File: config.mk
export PLATFORM = sky130hd
export DESIGN_NAME = alarm_ctrl_flat
export DESIGN_NICKNAME = d
export VERILOG_FILES = /design/src/rtl/alarm_ctrl_if.sv /design/src/rtl/alarm_ctrl.sv /design/src/flat_wrapper.sv
export SDC_FILE = /design/constraint.sdc
export NUM_CORES = 1
export LEC_CHECK = 0
export BUFFER_PORTS_ARGS = -buffer_cell sky130_fd_sc_hd__buf_4
export CAP_MARGIN = 0
export CORE_AREA = 2 2 116 118
export CTS_BUF_LIST = sky130_fd_sc_hd__clkbuf_16
export CTS_CLUSTER_SIZE = 40
export DETAILED_ROUTE_END_ITERATION = 10
export DIE_AREA = 0 0 118 120
export GPL_ROUTABILITY_DRIVEN = 0
export HOLD_SLACK_MARGIN = 0.03
export MAX_ROUTING_LAYER = met4
export PLACE_DENSITY = 0.58
export SYNTH_ARGS = -nofsm -noshare
export SYNTH_HDL_FRONTEND = slang
export SYNTH_SLANG_ARGS = --single-unit
File: constraint.sdc
create_clock -name clk -period 3.9 [get_ports clk]
set_input_delay 0.195 -clock clk [delete_from_list [all_inputs] [get_ports clk]]
set_output_delay 0.195 -clock clk [all_outputs]
set_load 0.01 [all_outputs]
File: src/rtl/alarm_ctrl_if.sv
// Front-panel signal bundle for the alarm clock controller: keypad and button
// strobes, the running time from the time counter, and everything the
// controller drives back to the time counter, display and buzzer.
interface alarm_ctrl_if;
    logic        key_valid;
    logic [3:0]  key_code;
    logic        time_btn;
    logic        alarm_btn;
    logic [15:0] time_data;
    logic [15:0] set_data;
    logic        load_time;
    logic [15:0] alarm_data;
    logic        alarm_en;
    logic [15:0] display_data;
    logic        entry_mode;
    logic        error;
    logic        buzzer;

    // Panel / time-counter side: drives keys, buttons and the running time.
    modport master (
        output key_valid, key_code, time_btn, alarm_btn, time_data,
        input  set_data, load_time, alarm_data, alarm_en,
               display_data, entry_mode, error, buzzer
    );

    // Controller side.
    modport slave (
        input  key_valid, key_code, time_btn, alarm_btn, time_data,
        output set_data, load_time, alarm_data, alarm_en,
               display_data, entry_mode, error, buzzer
    );
endinterface

File: src/rtl/alarm_ctrl.sv
// Alarm clock front-panel controller: collects BCD HH:MM from the keypad,
// validates it, loads it as the time or stores it as the alarm, selects the
// display source, and rings the buzzer when the running time reaches the alarm.
module alarm_ctrl #(
    parameter int unsigned TIMEOUT_CYCLES = 16,
    parameter int unsigned TO_W           = 8
) (
    input  logic      clk,
    input  logic      rst_n,
    alarm_ctrl_if.slave bus
);

    typedef enum logic [1:0] {
        SHOW_TIME  = 2'd0,
        KEY_ENTRY  = 2'd1,
        LOAD       = 2'd2,
        SHOW_ALARM = 2'd3
    } state_t;

    state_t          state;
    logic [15:0]     key_buf;
    logic [2:0]      digit_cnt;
    logic [TO_W-1:0] to_cnt;
    logic [15:0]     prev_time;
    logic            alarm_btn_d;

    logic is_digit;
    logic alarm_rise;
    logic clear_evt;
    logic time_changed;
    logic ring;
    logic entry_ok;

    assign is_digit     = bus.key_valid && (bus.key_code <= 4'd9);
    assign alarm_rise   = bus.alarm_btn && !alarm_btn_d;
    assign clear_evt    = bus.buzzer && (bus.key_valid || bus.time_btn || alarm_rise);
    assign time_changed = (bus.time_data != prev_time);
    assign ring         = bus.alarm_en && time_changed && (bus.time_data == bus.alarm_data);

    // Entry is a legal HH:MM only with four BCD digits, HH <= 23 and MM <= 59.
    assign entry_ok = (digit_cnt == 3'd4)
                   && (key_buf[15:12] <= 4'd2)
                   && (key_buf[11:8]  <= 4'd9)
                   && (key_buf[7:4]   <= 4'd5)
                   && (key_buf[3:0]   <= 4'd9)
                   && !((key_buf[15:12] == 4'd2) && (key_buf[11:8] > 4'd3));

    // Panel state machine, alarm compare and buzzer, all outputs registered.
    always_ff @(posedge clk) begin
        if (!rst_n) begin
            state          <= SHOW_TIME;
            key_buf        <= '0;
            digit_cnt      <= '0;
            to_cnt         <= '0;
            prev_time      <= '0;
            alarm_btn_d    <= 1'b0;
            bus.set_data   <= '0;
            bus.load_time  <= 1'b0;
            bus.alarm_data <= '0;
            bus.alarm_en   <= 1'b0;
            bus.entry_mode <= 1'b0;
            bus.error      <= 1'b0;
            bus.buzzer     <= 1'b0;
        end else begin
            bus.load_time <= 1'b0;
            bus.error     <= 1'b0;
            alarm_btn_d   <= bus.alarm_btn;
            prev_time     <= bus.time_data;

            // A clear event beats a simultaneous ring; a ring lasts until
            // the next change of time_data at most.
            if (clear_evt)
                bus.buzzer <= 1'b0;
            else if (ring)
                bus.buzzer <= 1'b1;
            else if (time_changed)
                bus.buzzer <= 1'b0;

            // LOAD always completes; elsewhere a buzzer-clearing event is
            // swallowed so it cannot also start or commit an entry.
            if (state == LOAD) begin
                state <= SHOW_TIME;
            end else if (!clear_evt) begin
                case (state)
                    SHOW_TIME: begin
                        if (is_digit) begin
                            key_buf        <= {12'h000, bus.key_code};
                            digit_cnt      <= 3'd1;
                            to_cnt         <= '0;
                            bus.entry_mode <= 1'b1;
                            state          <= KEY_ENTRY;
                        end else if (bus.alarm_btn) begin
                            state <= SHOW_ALARM;
                        end
                    end
                    KEY_ENTRY: begin
                        if (bus.time_btn || alarm_rise) begin
                            bus.entry_mode <= 1'b0;
                            to_cnt         <= '0;
                            if (!entry_ok) begin
                                bus.error <= 1'b1;
                                key_buf   <= '0;
                                digit_cnt <= '0;
                                state     <= SHOW_TIME;
                            end else if (bus.time_btn) begin
                                bus.set_data  <= key_buf;
                                bus.load_time <= 1'b1;
                                state         <= LOAD;
                            end else begin
                                bus.alarm_data <= key_buf;
                                bus.alarm_en   <= 1'b1;
                                state          <= SHOW_TIME;
                            end
                        end else if (is_digit) begin
                            key_buf <= {key_buf[11:0], bus.key_code};
                            if (digit_cnt != 3'd4)
                                digit_cnt <= digit_cnt + 3'd1;
                            to_cnt <= '0;
                        end else if (to_cnt == TO_W'(TIMEOUT_CYCLES - 1)) begin
                            to_cnt         <= '0;
                            bus.entry_mode <= 1'b0;
                            state          <= SHOW_TIME;
                        end else begin
                            to_cnt <= to_cnt + 1'b1;
                        end
                    end
                    SHOW_ALARM: begin
                        if (!bus.alarm_btn)
                            state <= SHOW_TIME;
                    end
                    default: state <= SHOW_TIME;
                endcase
            end
        end
    end

    // Display source follows the current state.
    always_ff @(posedge clk) begin
        if (!rst_n) begin
            bus.display_data <= '0;
        end else begin
            case (state)
                KEY_ENTRY:  bus.display_data <= key_buf;
                SHOW_ALARM: bus.display_data <= bus.alarm_data;
                default:    bus.display_data <= bus.time_data;
            endcase
        end
    end

endmodule

File: src/flat_wrapper.sv
// flat-port wrapper written by rule: the top's interface ports become plain ports
module alarm_ctrl_flat 
#(
    parameter int unsigned TIMEOUT_CYCLES = 16,
    parameter int unsigned TO_W           = 8
)
  (clk, rst_n, bus_key_valid, bus_key_code, bus_time_btn, bus_alarm_btn, bus_time_data, bus_set_data, bus_load_time, bus_alarm_data, bus_alarm_en, bus_display_data, bus_entry_mode, bus_error, bus_buzzer);
  alarm_ctrl_if bus_i ();
  input  logic clk;
  input  logic rst_n;
  input wire logic [$bits(bus_i.key_valid)-1:0] bus_key_valid;
  input wire logic [$bits(bus_i.key_code)-1:0] bus_key_code;
  input wire logic [$bits(bus_i.time_btn)-1:0] bus_time_btn;
  input wire logic [$bits(bus_i.alarm_btn)-1:0] bus_alarm_btn;
  input wire logic [$bits(bus_i.time_data)-1:0] bus_time_data;
  output wire logic [$bits(bus_i.set_data)-1:0] bus_set_data;
  output wire logic [$bits(bus_i.load_time)-1:0] bus_load_time;
  output wire logic [$bits(bus_i.alarm_data)-1:0] bus_alarm_data;
  output wire logic [$bits(bus_i.alarm_en)-1:0] bus_alarm_en;
  output wire logic [$bits(bus_i.display_data)-1:0] bus_display_data;
  output wire logic [$bits(bus_i.entry_mode)-1:0] bus_entry_mode;
  output wire logic [$bits(bus_i.error)-1:0] bus_error;
  output wire logic [$bits(bus_i.buzzer)-1:0] bus_buzzer;
  assign bus_i.key_valid = bus_key_valid;
  assign bus_i.key_code = bus_key_code;
  assign bus_i.time_btn = bus_time_btn;
  assign bus_i.alarm_btn = bus_alarm_btn;
  assign bus_i.time_data = bus_time_data;
  assign bus_set_data = bus_i.set_data;
  assign bus_load_time = bus_i.load_time;
  assign bus_alarm_data = bus_i.alarm_data;
  assign bus_alarm_en = bus_i.alarm_en;
  assign bus_display_data = bus_i.display_data;
  assign bus_entry_mode = bus_i.entry_mode;
  assign bus_error = bus_i.error;
  assign bus_buzzer = bus_i.buzzer;
  alarm_ctrl #(.TIMEOUT_CYCLES(TIMEOUT_CYCLES), .TO_W(TO_W)) u_core (.clk(clk), .rst_n(rst_n), .bus(bus_i));
endmodule
==> impl_results.md, run 1 <==
- Area delta synth->final: 22.3%
- Die area: ~14000 sq um
- Final hold viol count: 0
- Critical path depth: 7
- Asr flop ratio synth: 0
- Crit Path Category: reg2reg
- HP Class: in2reg
- Most frequent cells in the layout: 99 x dfxtp_1, 80 x buf_4, 66 x nand2_1
- Hold_buf cts: 0
- Final worst-path cycle share: 0.672
- WL/cell: between 15 and 20 um
- First-pass GRT wire length: 18100 um
- Crit end category: flip-flop
- CTS max path bufs: 2
- Die width: between 100 and 150 um
- Total global-route track usage: 0.164
- Max Slew Vio Count: 0
- Num CTS Buffers: 9
- Fmax achieved: 0.381 GHz
- Critical Path AT: 2830 ps
- Most Frequent Cell on Critical Path: buf_4
- Hold path cells: 2
- Vias in the first global route: 3388
- Post-Syn Area per Cell: 9.59 sq um
- Yosys cell types: 54
- Share of cells above drive strength 1: 0.208
- Critical path fanouts, max: 41
- Slowest CP cell: nor4_4
- Antenna viol nets, final: 0
- Clock slew at reported path FFs: 60 ps
- Seq cells post-synth: 99
- Root buffer cell: clkbuf_16
- Setup Buffers After CTS: 0
- Worst setup SP type: flip-flop
- CP top delay family: simple AND/OR/NAND/NOR gates
- Mapped Area: 4420 sq um
- Drc violations: 0
- Max VDD drop: 0.190 mV
- Input/output buffers: just under 80
- Min cycle time layout: approximately 2600 ps
- WHS: 104 ps
- Initial DRC Count: 273
- Fillers: 1256
- Count of nets after finishing: 548
- Post-CTS sizing: 0
- Critical path cell sequence: buf_4, nor2b_1, buf_4, o21ai_1, nor4_4, a311oi_1, mux2i_1
- Crit path required time: 4110 ps
- Rows: 42
- Initial cell density of the core: 0.341
- Syn nets: 489
- Clock sink count: between 90 and 100
- Largest net degree at the start of global routing: 109
- Status: finished, final reports clean
- Unrepaired setup endpoints after global routing: false
- Sequential area share after synthesis: 0.448
- Worst slew pin tran: 1020 ps
- Most common cell after layout, fill and taps aside: dfxtp_1
- Clk Latency, worst-skew pair: 340 ps
- Yosys warns: 0
- DR vias: 3484
- Hpwl dp: 7890 um
- H-tree level count: 3
- Top_reg_cell synth: dfxtp_1
- Max-Cap Viols: 0
- Die Ht: 120 um
- R2R depth: 7
- TNS Setup: 0 ps
- Power Density: 440 nW/um^2
- Worst path buffer plus inverter count: 2
- Core area: 13000 sq um
- Rel. slew slack: 0.317
- Routed vias/inst: 4.97
- Slowest stage delay, CP: 790 ps
- Finish-stage setup viols: 0
- Post-synth EDFFs: 0
- Total grt overflow: 0
- Initial antenna violation count: 0
- Final core occ: 0.417
- # IOs: just under 80
- Static leakage: about 2.4 nW
- Antenna Cells: 0
- WL final: 11200 um
- CTS tree: yes
- Synth Instances: 461
- DRT Pass-1 Iters: 5
- Fin Clk Skew: ~11 ps
[cells by family after synthesis]
logic type | share of synthesized area
multiplexers | 0.102
AO/OA/AOI/OAI | 0.127
AND/OR/NAND/NOR | 0.199
flip-flops | 0.448
buffers and inverters | 0.0399
XOR/XNOR | 0.0752
adder cells (fa/ha/maj) | 0.00849
[report_power, final]
part | leakage (nW) | switching, mW | internal, mW
registers | 0.808 | 0.0328 | 1.06
clock network | 0.160 | 0.394 | 0.568
logic | 1.40 | 0.190 | 0.140
[synthesized netlist by cell type (3+ instances only)]
cell type,number,area [sq um]
ha_1,3,37.5
dfxtp_1,99,1980
nor3_1,3,15.0
nand4_1,18,113
nand2_1,66,248
o21ai_0,18,90.1
nor2_1,13,48.8
nand3_1,10,50.1
and2_1,17,106
or4_1,4,30.0
a21boi_0,18,135
and3_1,6,37.5
a21oi_1,4,20.0
buf_2,4,20.0
inv_1,5,18.8
clkbuf_1,20,75.1
xor2_1,17,149
o211a_1,17,170
mux2i_1,45,450
xnor2_1,21,184
buf_1,4,15.0
nor4b_1,3,26.3
nor4_1,7,43.8
[sequential cells by signal, summed over array words and instances (netlist names)]
register and cells:
u_core.prev_time 16, u_core.bus.load_time 1, u_core.bus.display_data 16, u_core.bus.entry_mode 1
u_core.alarm_btn_d 1, u_core.digit_cnt 3, u_core.key_buf 16, u_core.bus.set_data 16
u_core.state 2, u_core.bus.alarm_en 1, u_core.bus.buzzer 1, u_core.to_cnt 8
u_core.bus.alarm_data 16, u_core.bus.error 1
[final cells by class]
cell class / instances / area (sq um) / share of cell area
Inverter: 5 / 18.8 / 0.00347
Tap cell: 176 / 220 / 0.0407
Multi-Input combinational cell: 325 / 2260 / 0.419
Clock buffer: 9 / 225 / 0.0416
Sequential cell: 99 / 1980 / 0.366
Clock inverter: 7 / 97.6 / 0.0180
Timing Repair Buffer: 80 / 601 / 0.111
[metrics by stage]
stage	cell area, sq um	setup WS (ps)	std cells	power, mW
after floorplan	4420	1910	461	1.32
after global placement	5090	1410	685	1.44
after detailed placement	5090	1350	685	1.44
after CTS	5410	1330	701	2.41
after global routing	5410	1070	701	2.48
final	5410	1280	701	2.38
[worst paths after layout]
path,start,endpoint,slack (ps)
worst max-delay path,u_core.state[0]$_SDFFE_PP0P_,u_core.digit_cnt[0]$_SDFFE_PN0P_,1280
worst min-delay path,bus_alarm_btn,u_core.alarm_btn_d$_SDFF_PN0_,100
worst max register to register,u_core.state[0]$_SDFFE_PP0P_,u_core.digit_cnt[0]$_SDFFE_PN0P_,1280
worst min register to register,u_core.bus.set_data[12]$_SDFFE_PN0P_,u_core.bus.set_data[12]$_SDFFE_PN0P_,470
[worst register-to-register path, stage by stage, from the launching register on]
cell and delay [ps]:
dfxtp_1 310, buf_4 350, nor2b_1 180, buf_4 220
o21ai_1 280, nor4_4 790, a311oi_1 200, mux2i_1 170
[metal layers]
| metal | part of all wire | wire, um | global-route usage |
|---|---|---|---|
| met1 | 0.52 | 5800 | 0.239 |
| met2 | 0.43 | 4820 | 0.233 |
| met3 | 0.042 | 467 | 0.0318 |
| met4 | 0.0085 | 95 | 0.0429 |
| met5 | 0 | 0 | - |
Note: power is estimated with default switching activity, not from simulation.
==> run 2, diff against run 1 <==
--- a/config.mk
+++ b/config.mk
@@ -5,17 +5,18 @@
 export SDC_FILE = /design/constraint.sdc
 export NUM_CORES = 1
 export LEC_CHECK = 0
+export ABC_AREA = 1
 export BUFFER_PORTS_ARGS = -buffer_cell sky130_fd_sc_hd__buf_4
 export CAP_MARGIN = 0
-export CORE_AREA = 2 2 116 118
+export CORE_AREA = 2 2 118 120
 export CTS_BUF_LIST = sky130_fd_sc_hd__clkbuf_16
 export CTS_CLUSTER_SIZE = 40
 export DETAILED_ROUTE_END_ITERATION = 10
-export DIE_AREA = 0 0 118 120
+export DIE_AREA = 0 0 120 122
 export GPL_ROUTABILITY_DRIVEN = 0
 export HOLD_SLACK_MARGIN = 0.03
 export MAX_ROUTING_LAYER = met4
-export PLACE_DENSITY = 0.58
+export PLACE_DENSITY = 0.6
 export SYNTH_ARGS = -nofsm -noshare
 export SYNTH_HDL_FRONTEND = slang
 export SYNTH_SLANG_ARGS = --single-unit
==> constraint.sdc (replaced) <==
create_clock -name clk -period 2.37 [get_ports clk]
set_input_delay 0.1185 -clock clk [delete_from_list [all_inputs] [get_ports clk]]
set_output_delay 0.1185 -clock clk [all_outputs]
set_load 0.01 [all_outputs]
==> run 2 against run 1 <==
Net effect: clock-buffer cell count did not move; power rose by 87%; non-clock buffer count rose by 22; synthesized cell count rose by 44%; sequential power rose by 75%; final area rose by 6.9%; critical endpoint is now u_core.key_buf[11]$_SDFFE_PN0P_.
==> impl_results.md, run 2 <==
- Sw Ratio: 0.327 (was 0.259)
- Status: finished, final reports clean (unchanged)
- Count leader, synth: nand2_1 (was dfxtp_1)
- DP Worst Slack: 426 ps (was 1350 ps)
- Final worst-path cycle share: 0.828
- Max VDD drop: 0.405 mV (was 0.190 mV)
- Final hold viol count: 0 (unchanged)
- CP top delay family: simple AND/OR/NAND/NOR gates (unchanged)
- Rel. slew slack: 0.619 (was 0.317)
- Static leakage: 2.90 nW (was 2.37 nW)
- WL final: 12000 um (was 11200 um)
- Met1 usage: 0.248 (was 0.239)
- Worst setup margin: 408 ps (was 1280 ps)
- Asr flop ratio synth: 0 (unchanged)
- Flop pwr share: 0.428 (was 0.458)
- DRT Pass-1 Iters: 5 (unchanged)
- H-tree level count: 3 (unchanged)
- Final core occ: 0.428 (was 0.417)
- Vias in the first global route: 3860 (was 3388)
- Crit end category: flip-flop (unchanged)
- Total global-route track usage: 0.176 (was 0.164)
- Initial antenna violation count: 0 (unchanged)
- Clock sink count: 99 (unchanged)
- TNS Setup: 0 ps (unchanged)
- Syn nets: 692 (was 489)
- Critical Path AT: 2210 ps (was 2830 ps)
- DR vias: 4193 (was 3484)
- Area delta synth->final: 25.7% (was 22.3%)
- Fin cells: 935 (was 701)
- Share of cells above drive strength 1: 0.162 (was 0.208)
- Die Ht: 122 um (was 120 um)
- Root buffer cell: clkbuf_16 (unchanged)
- # IOs: 78 (unchanged)
- Slowest CP cell: dlygate4sd3_1 (was nor4_4)
- Initial DRC Count: 390 (was 273)
- Most frequent cells in the layout: 155 x nand2_1, 113 x inv_1, 99 x dfxtp_1 (was 99 x dfxtp_1, 80 x buf_4, 66 x nand2_1)
- Yosys warns: 0 (unchanged)
- Top_reg_cell synth: dfxtp_1 (unchanged)
- Gate power share: 0.235 (was 0.138)
- Placed cells: 902 (was 685)
- Drc violations: 0 (unchanged)
- WHS: 53.1 ps (was 104 ps)
- Clk Latency, worst-skew pair: 350 ps (was 340 ps)
- P_sw: 1.46 mW (was 616 uW)
- Worst path buffer plus inverter count: 2 (unchanged)
- Fmax achieved: 0.510 GHz
- Core area: 13500 sq um (was 13000 sq um)
- Die width: 120 um (was 118 um)
- First-pass GRT wire length: 19700 um (was 18100 um)
- Post-DP Area: 5310 sq um (was 5090 sq um)
- Synth Instances: 664 (was 461)
- Die area: 14600 sq um (was 14200 sq um)
- Total grt overflow: 0 (unchanged)
- Min cycle time layout: 1960 ps
- Critical path cell sequence: dlygate4sd3_1, buf_4, nand2_1, nand3_1, nand2_1, nand3_2, nor2_4, nand2_4, nand2_1, a21oi_2 (was buf_4, nor2b_1, buf_4, o21ai_1, nor4_4, a311oi_1, mux2i_1)
- Seq cells post-synth: 99 (unchanged)
- Most common cell after layout, fill and taps aside: nand2_1 (was dfxtp_1)
- Post-CTS sizing: 0 (unchanged)
- Biggest area consumer among synthesized cells: dfxtp_1 (unchanged)
- Num CTS Buffers: 9 (unchanged)
- Antenna viol nets, final: 0 (unchanged)
- Post-Syn Area per Cell: 6.93 sq um (was 9.59 sq um)
- Slowest stage delay, CP: 540 ps (was 790 ps)
- Finish-stage setup viols: 0 (unchanged)
- Max Slew Vio Count: 0 (unchanged)
- Critical path fanouts, max: 21 (was 41)
- Clock power share: 0.337 (was 0.404)
- Crit path required time: 2610 ps (was 4110 ps)
- Antenna Cells: 0 (unchanged)
- Power Density: 772 nW/um^2 (was 440 nW/um^2)
- CTS tree: yes (unchanged)
- Routed vias/inst: 4.48 (was 4.97)
- Clock slew at reported path FFs: 70 ps (was 60 ps)
- Hpwl dp: 8650 um (was 7890 um)
- Setup Buffers After CTS: 0 (unchanged)
- Crit Path Category: in2reg (was reg2reg)
- Synth cell count leaders: 155 x nand2_1, 113 x inv_1, 99 x dfxtp_1 (was 99 x dfxtp_1, 66 x nand2_1, 45 x mux2i_1)
- Synth top area cells: dfxtp_1 43%, nand2_1 13%, inv_1 9.2% (was dfxtp_1 45%, mux2i_1 10%, nand2_1 5.6%)
- Unrepaired setup endpoints after global routing: false (unchanged)
- Fin area: 5780 sq um (was 5410 sq um)
- Total power: 4.47 mW (was 2.38 mW)
- Fin Clk Skew: 7.69 ps (was 10.9 ps)
- Synth top area share: 0.431 (was 0.448)
- Int Pwr: 3.01 mW (was 1.77 mW)
- Max-Cap Viols: 0 (unchanged)
- Initial cell density of the core: 0.341 (about the same)
- Yosys cell types: 35 (was 54)
- Most Frequent Cell on Critical Path: nand2_1 (was buf_4)
- Mapped Area: 4600 sq um (was 4420 sq um)
- Rows: 43 (was 42)
- Worst setup SP type: input pin (was flip-flop)
- Post-synth EDFFs: 0 (unchanged)
- Met2 Resource Use GR: 0.246 (was 0.233)
- WL/cell: 12.8 um (was 16.0 um)
- GRT Max-Usage Layer: met1 (unchanged)
- Largest net degree at the start of global routing: 45 (was 109)
- HP Class: in2reg (unchanged)
- CTS max path bufs: 2 (unchanged)
- Worst slew pin tran: 570 ps (was 1020 ps)
- Sequential area share after synthesis: 0.431 (was 0.448)
- Input/output buffers: 77 (unchanged)
- Count of nets after finishing: 778 (was 548)
- M3 GR Usage: 0.0304 (was 0.0318)
## run 2: cell types whose count changed in the layout (fill, tap and decap cells not counted), sizes merged, moves of 20 or more
cell	change
a21oi	+29
nor2	+84
nand2	+91
mux2i	-45
a21boi	-20
inv	+111
nand3	+20
## run 2: kinds of logic after synthesis
kind of cell | Yosys count | share of synthesized area
compound gates | 75 | 0.0909
xor+xnor | 20 | 0.0381
fa+ha+maj | 3 | 0.00816
buf+inv | 144 | 0.128
flops | 99 | 0.431
simple gates | 323 | 0.304
## run 2: what timing repair did
action | in CTS | in global routing
hold buffers | 17 | 0
endpoints found under the setup margin | 0 | 0
endpoints found under the hold margin | 17 | 0
## run 2: routing by layer
layer	part of all wire	wire length [um]
met4	0.017	208
met2	0.42	4980
met3	0.047	562
met5	0	0
met1	0.52	6220
## run 2: path summary, 6_finish.rpt
kind                                                        endpoint  slack (ps)                            startpoint  cells after the start
worst max register to register       u_core.key_buf[11]$_SDFFE_PN0P_         500          u_core.state[1]$_SDFFE_PP0P_                      7
worst min register to register  u_core.bus.set_data[15]$_SDFFE_PN0P_         460  u_core.bus.set_data[15]$_SDFFE_PN0P_                      2
worst max-delay path                 u_core.key_buf[11]$_SDFFE_PN0P_         410                         bus_alarm_btn                     10
worst min-delay path                  u_core.key_buf[2]$_SDFFE_PN0P_          50                       bus_key_code[2]                      3
## run 2: cell type report
class	count	area, sq um
inverters	117	439
repair buffers	102	808
fillers	1409	7720
clock inverters	7	73.8
flip-flops and latches	99	1980
multi-input cells	421	2030
clock buffers	9	225
well taps	180	225
## run 2: power by group through the flow
stage	combinational [mW]	clock, mW	sequential (mW)
floorplan	0.751	0	1.94
global placement	1.02	0	1.95
detailed placement	1.03	0	1.95
CTS	1.06	1.54	1.91
global route	1.19	1.61	1.93
finish	1.05	1.50	1.91
## run 2: worst min-delay path, stage by stage
cell	delay, ps
buf_4	110
nand3_1	70
a21oi_1	60
==> run 3, diff against run 2 <==
--- a/config.mk
+++ b/config.mk
@@ -5,18 +5,18 @@
 export SDC_FILE = /design/constraint.sdc
 export NUM_CORES = 1
 export LEC_CHECK = 0
-export ABC_AREA = 1
+export ABC_AREA = 0
 export BUFFER_PORTS_ARGS = -buffer_cell sky130_fd_sc_hd__buf_4
 export CAP_MARGIN = 0
-export CORE_AREA = 2 2 118 120
+export CORE_AREA = 2 2 116 118
 export CTS_BUF_LIST = sky130_fd_sc_hd__clkbuf_16
 export CTS_CLUSTER_SIZE = 40
 export DETAILED_ROUTE_END_ITERATION = 10
-export DIE_AREA = 0 0 120 122
+export DIE_AREA = 0 0 118 120
 export GPL_ROUTABILITY_DRIVEN = 0
 export HOLD_SLACK_MARGIN = 0.03
 export MAX_ROUTING_LAYER = met4
-export PLACE_DENSITY = 0.6
+export PLACE_DENSITY = 0.58
 export SYNTH_ARGS = -nofsm -noshare
 export SYNTH_HDL_FRONTEND = slang
 export SYNTH_SLANG_ARGS = --single-unit
==> constraint.sdc (replaced) <==
create_clock -name clk -period 2 [get_ports clk]
set_input_delay 0.1 -clock clk [delete_from_list [all_inputs] [get_ports clk]]
set_output_delay 0.1 -clock clk [all_outputs]
set_load 0.01 [all_outputs]
==> run 3 against run 2 <==
Net effect: utilization rose by 2.6 points; cell count down 19%; sequential share of layout area decreased by 0.60 points; clock skew about the same; first-iteration DRC count shrank 40%; setup slack got worse by 370 ps; global-route usage is 0.10 points lower; combinational power down 24%; largest cell class unchanged.
==> impl_results.md, run 3 (same netlist as run 1, synthesis figures left out) <==
- Status: finished, final reports clean (unchanged)
- Total grt overflow: 0 (unchanged)
- Worst Hold End: u_core.key_buf[1]$_SDFFE_PN0P_ (was u_core.key_buf[2]$_SDFFE_PN0P_)
- Initial cell density of the core: 0.341 (about the same)
- Rel. slew slack: 0.573 (was 0.619)
- WL final: 11800 um (was 12000 um)
- Total power: 4.51 mW (was 4.47 mW)
- Power Density: 765 nW/um^2 (was 772 nW/um^2)
- CTS tree: yes (unchanged)
- H-tree level count: 3 (unchanged)
- Largest net degree at the start of global routing: 65 (was 45)
- Final worst-path cycle share: 0.983
- DRT Pass-1 Iters: 4 (was 5)
- Area delta synth->final: 33.3% (was 25.7%)
- Die width: 118 um (was 120 um)
- Worst setup SP type: flip-flop (was input pin)
- Antenna viol nets, final: 0 (unchanged)
- Max-Cap Viols: 0 (unchanged)
- R2r setup slk: 30 ps (was 500 ps)
- Core area: 13000 sq um (was 13500 sq um)
- Crit Path Category: reg2reg (was in2reg)
- Fmax achieved: 0.509 GHz
- Clock slew at reported path FFs: 70 ps (about the same)
- Finish-stage setup viols: 0 (unchanged)
- Clock sink count: 99 (unchanged)
- Max VDD drop: 0.331 mV (was 0.405 mV)
- Routed vias/inst: 4.84 (was 4.48)
- Count of nets after finishing: 602 (was 778)
- DP Worst Slack: -16.2 ps (was 426 ps)
- Max Slew Vio Count: 0 (unchanged)
- CTS max path bufs: 2 (unchanged)
- Most frequent cells in the layout: 113 x buf_4, 96 x dfxtp_1, 66 x nand2_1 (was 155 x nand2_1, 113 x inv_1, 99 x dfxtp_1)
- Antenna Cells: 0 (unchanged)
- WHS: 45.2 ps (was 53.1 ps)
- HP Class: in2reg (unchanged)
- Min cycle time layout: between 1500 and 2000 ps
- WL/cell: 15.7 um (was 12.8 um)
- Die area: 14200 sq um (was 14600 sq um)
- Fin Clk Skew: 7.21 ps (was 7.69 ps)
- Input/output buffers: 77 (unchanged)
- Drc violations: 0 (unchanged)
- Num CTS Buffers: 9 (unchanged)
- First-pass GRT wire length: 19100 um (was 19700 um)
- Crit end category: flip-flop (unchanged)
- Beginning of the worst hold path: bus_key_code[1] (was bus_key_code[2])
- Static leakage: 2.62 nW (was 2.90 nW)
- Root buffer cell: clkbuf_16 (unchanged)
- Critical path fanouts, max: 17 (was 21)
- Share of cells above drive strength 1: 0.264 (was 0.162)
- Initial DRC Count: 234 (was 390)
- Hpwl dp: 8470 um (was 8650 um)
- R2R depth: 6 (was 7)
- Hold path cells: 3 (unchanged)
- Worst slew pin tran: 640 ps (was 570 ps)
- Unrepaired setup endpoints after global routing: true (was false)
- Initial antenna violation count: 0 (unchanged)
- Vias in the first global route: 3612 (was 3860)
- Placed cells: 719 (was 902)
- Clk Latency, worst-skew pair: 350 ps (about the same)
- Critical Path AT: 2210 ps (about the same)
- DR vias: 3654 (was 4193)
- Worst setup margin: 34.0 ps (was 408 ps)
- Setup Buffers After CTS: 0 (unchanged)
- Final hold viol count: 0 (unchanged)
- Fin cells: 755 (was 935)
- Die Ht: 120 um (was 122 um)
- Total global-route track usage: 0.175 (was 0.176)
- Reg2reg start: u_core.digit_cnt[1]$_SDFFE_PN0P_ (was u_core.state[1]$_SDFFE_PP0P_)
- Rows: 42 (was 43)
- Most common cell after layout, fill and taps aside: buf_4 (was nand2_1)
- # IOs: 78 (unchanged)
- Worst R2R End: u_core.bus.alarm_data[14]$_SDFFE_PN0P_ (was u_core.key_buf[11]$_SDFFE_PN0P_)
- Crit path required time: 2240 ps (was 2610 ps)
==> run 3: where the power goes <==
| part | total [mW] | switching [mW] | internal (mW) |
|---|---|---|---|
| combinational | 0.797 | 0.426 | 0.372 |
| clock | 1.61 | 0.766 | 0.842 |
| sequential | 2.11 | 0.0433 | 2.06 |
==> run 3: cell type report <==
| type | instances | area, sq um |
|---|---|---|
| clock inverters | 7 | 43.8 |
| repair buffers | 134 | 1070 |
| inverters | 5 | 18.8 |
| multi-input cells | 325 | 2330 |
| fillers | 1262 | 7080 |
| well taps | 176 | 220 |
| flip-flops and latches | 99 | 1990 |
| clock buffers | 9 | 225 |
==> run 3: layer usage <==
metal	track usage	share of wire	up-vias
li1	-	-	1864
met1	0.243	0.50	1698
met2	0.258	0.44	77
met4	0.0602	0.016	0
met3	0.0304	0.042	15
met5	-	0	-
==> run 3: timing repair <==
action,CTS,global route
setup endpoints to repair,3,32
hold endpoints to repair,34,0
hold buffers,20,0
cloned,0,0
pin swaps,2,2
gates resized for setup,1,17
==> run 3: worst max path at each step <==
stage,from,to,slack (ps)
finish,u_core.digit_cnt[1]$_SDFFE_PN0P_,u_core.bus.alarm_data[14]$_SDFFE_PN0P_,30
global route,u_core.key_buf[15]$_SDFFE_PN0P_,u_core.bus.alarm_data[14]$_SDFFE_PN0P_,-9
CTS,u_core.digit_cnt[0]$_SDFFE_PN0P_,u_core.bus.alarm_data[14]$_SDFFE_PN0P_,-20
detailed placement,u_core.digit_cnt[1]$_SDFFE_PN0P_,u_core.bus.alarm_data[14]$_SDFFE_PN0P_,-20
global placement,u_core.digit_cnt[0]$_SDFFE_PN0P_,u_core.bus.alarm_data[14]$_SDFFE_PN0P_,30
floorplan,u_core.digit_cnt[0]$_SDFFE_PN0P_,u_core.bus.alarm_data[10]$_SDFFE_PN0P_,7
==> run 3: critical path: stages, from the launching register on <==
cell,delay [ps]
dfxtp_2,330
inv_2,60
ha_4,160
nand4_4,90
or3_4,390
or4_4,590
and3_4,240
==> run 3: metrics by stage <==
stage / cell area [sq um] / utilization / setup TNS (ps)
3_5_place_dp: 5350 / 0.412 / -38.2
3_3_place_gp: 5350 / 0.412 / 0
6_report: 5900 / 0.454 / 0
5_1_grt: 5900 / 0.454 / -9.15
2_1_floorplan: 4420 / - / 0
4_1_cts: 5830 / 0.449 / -19.2
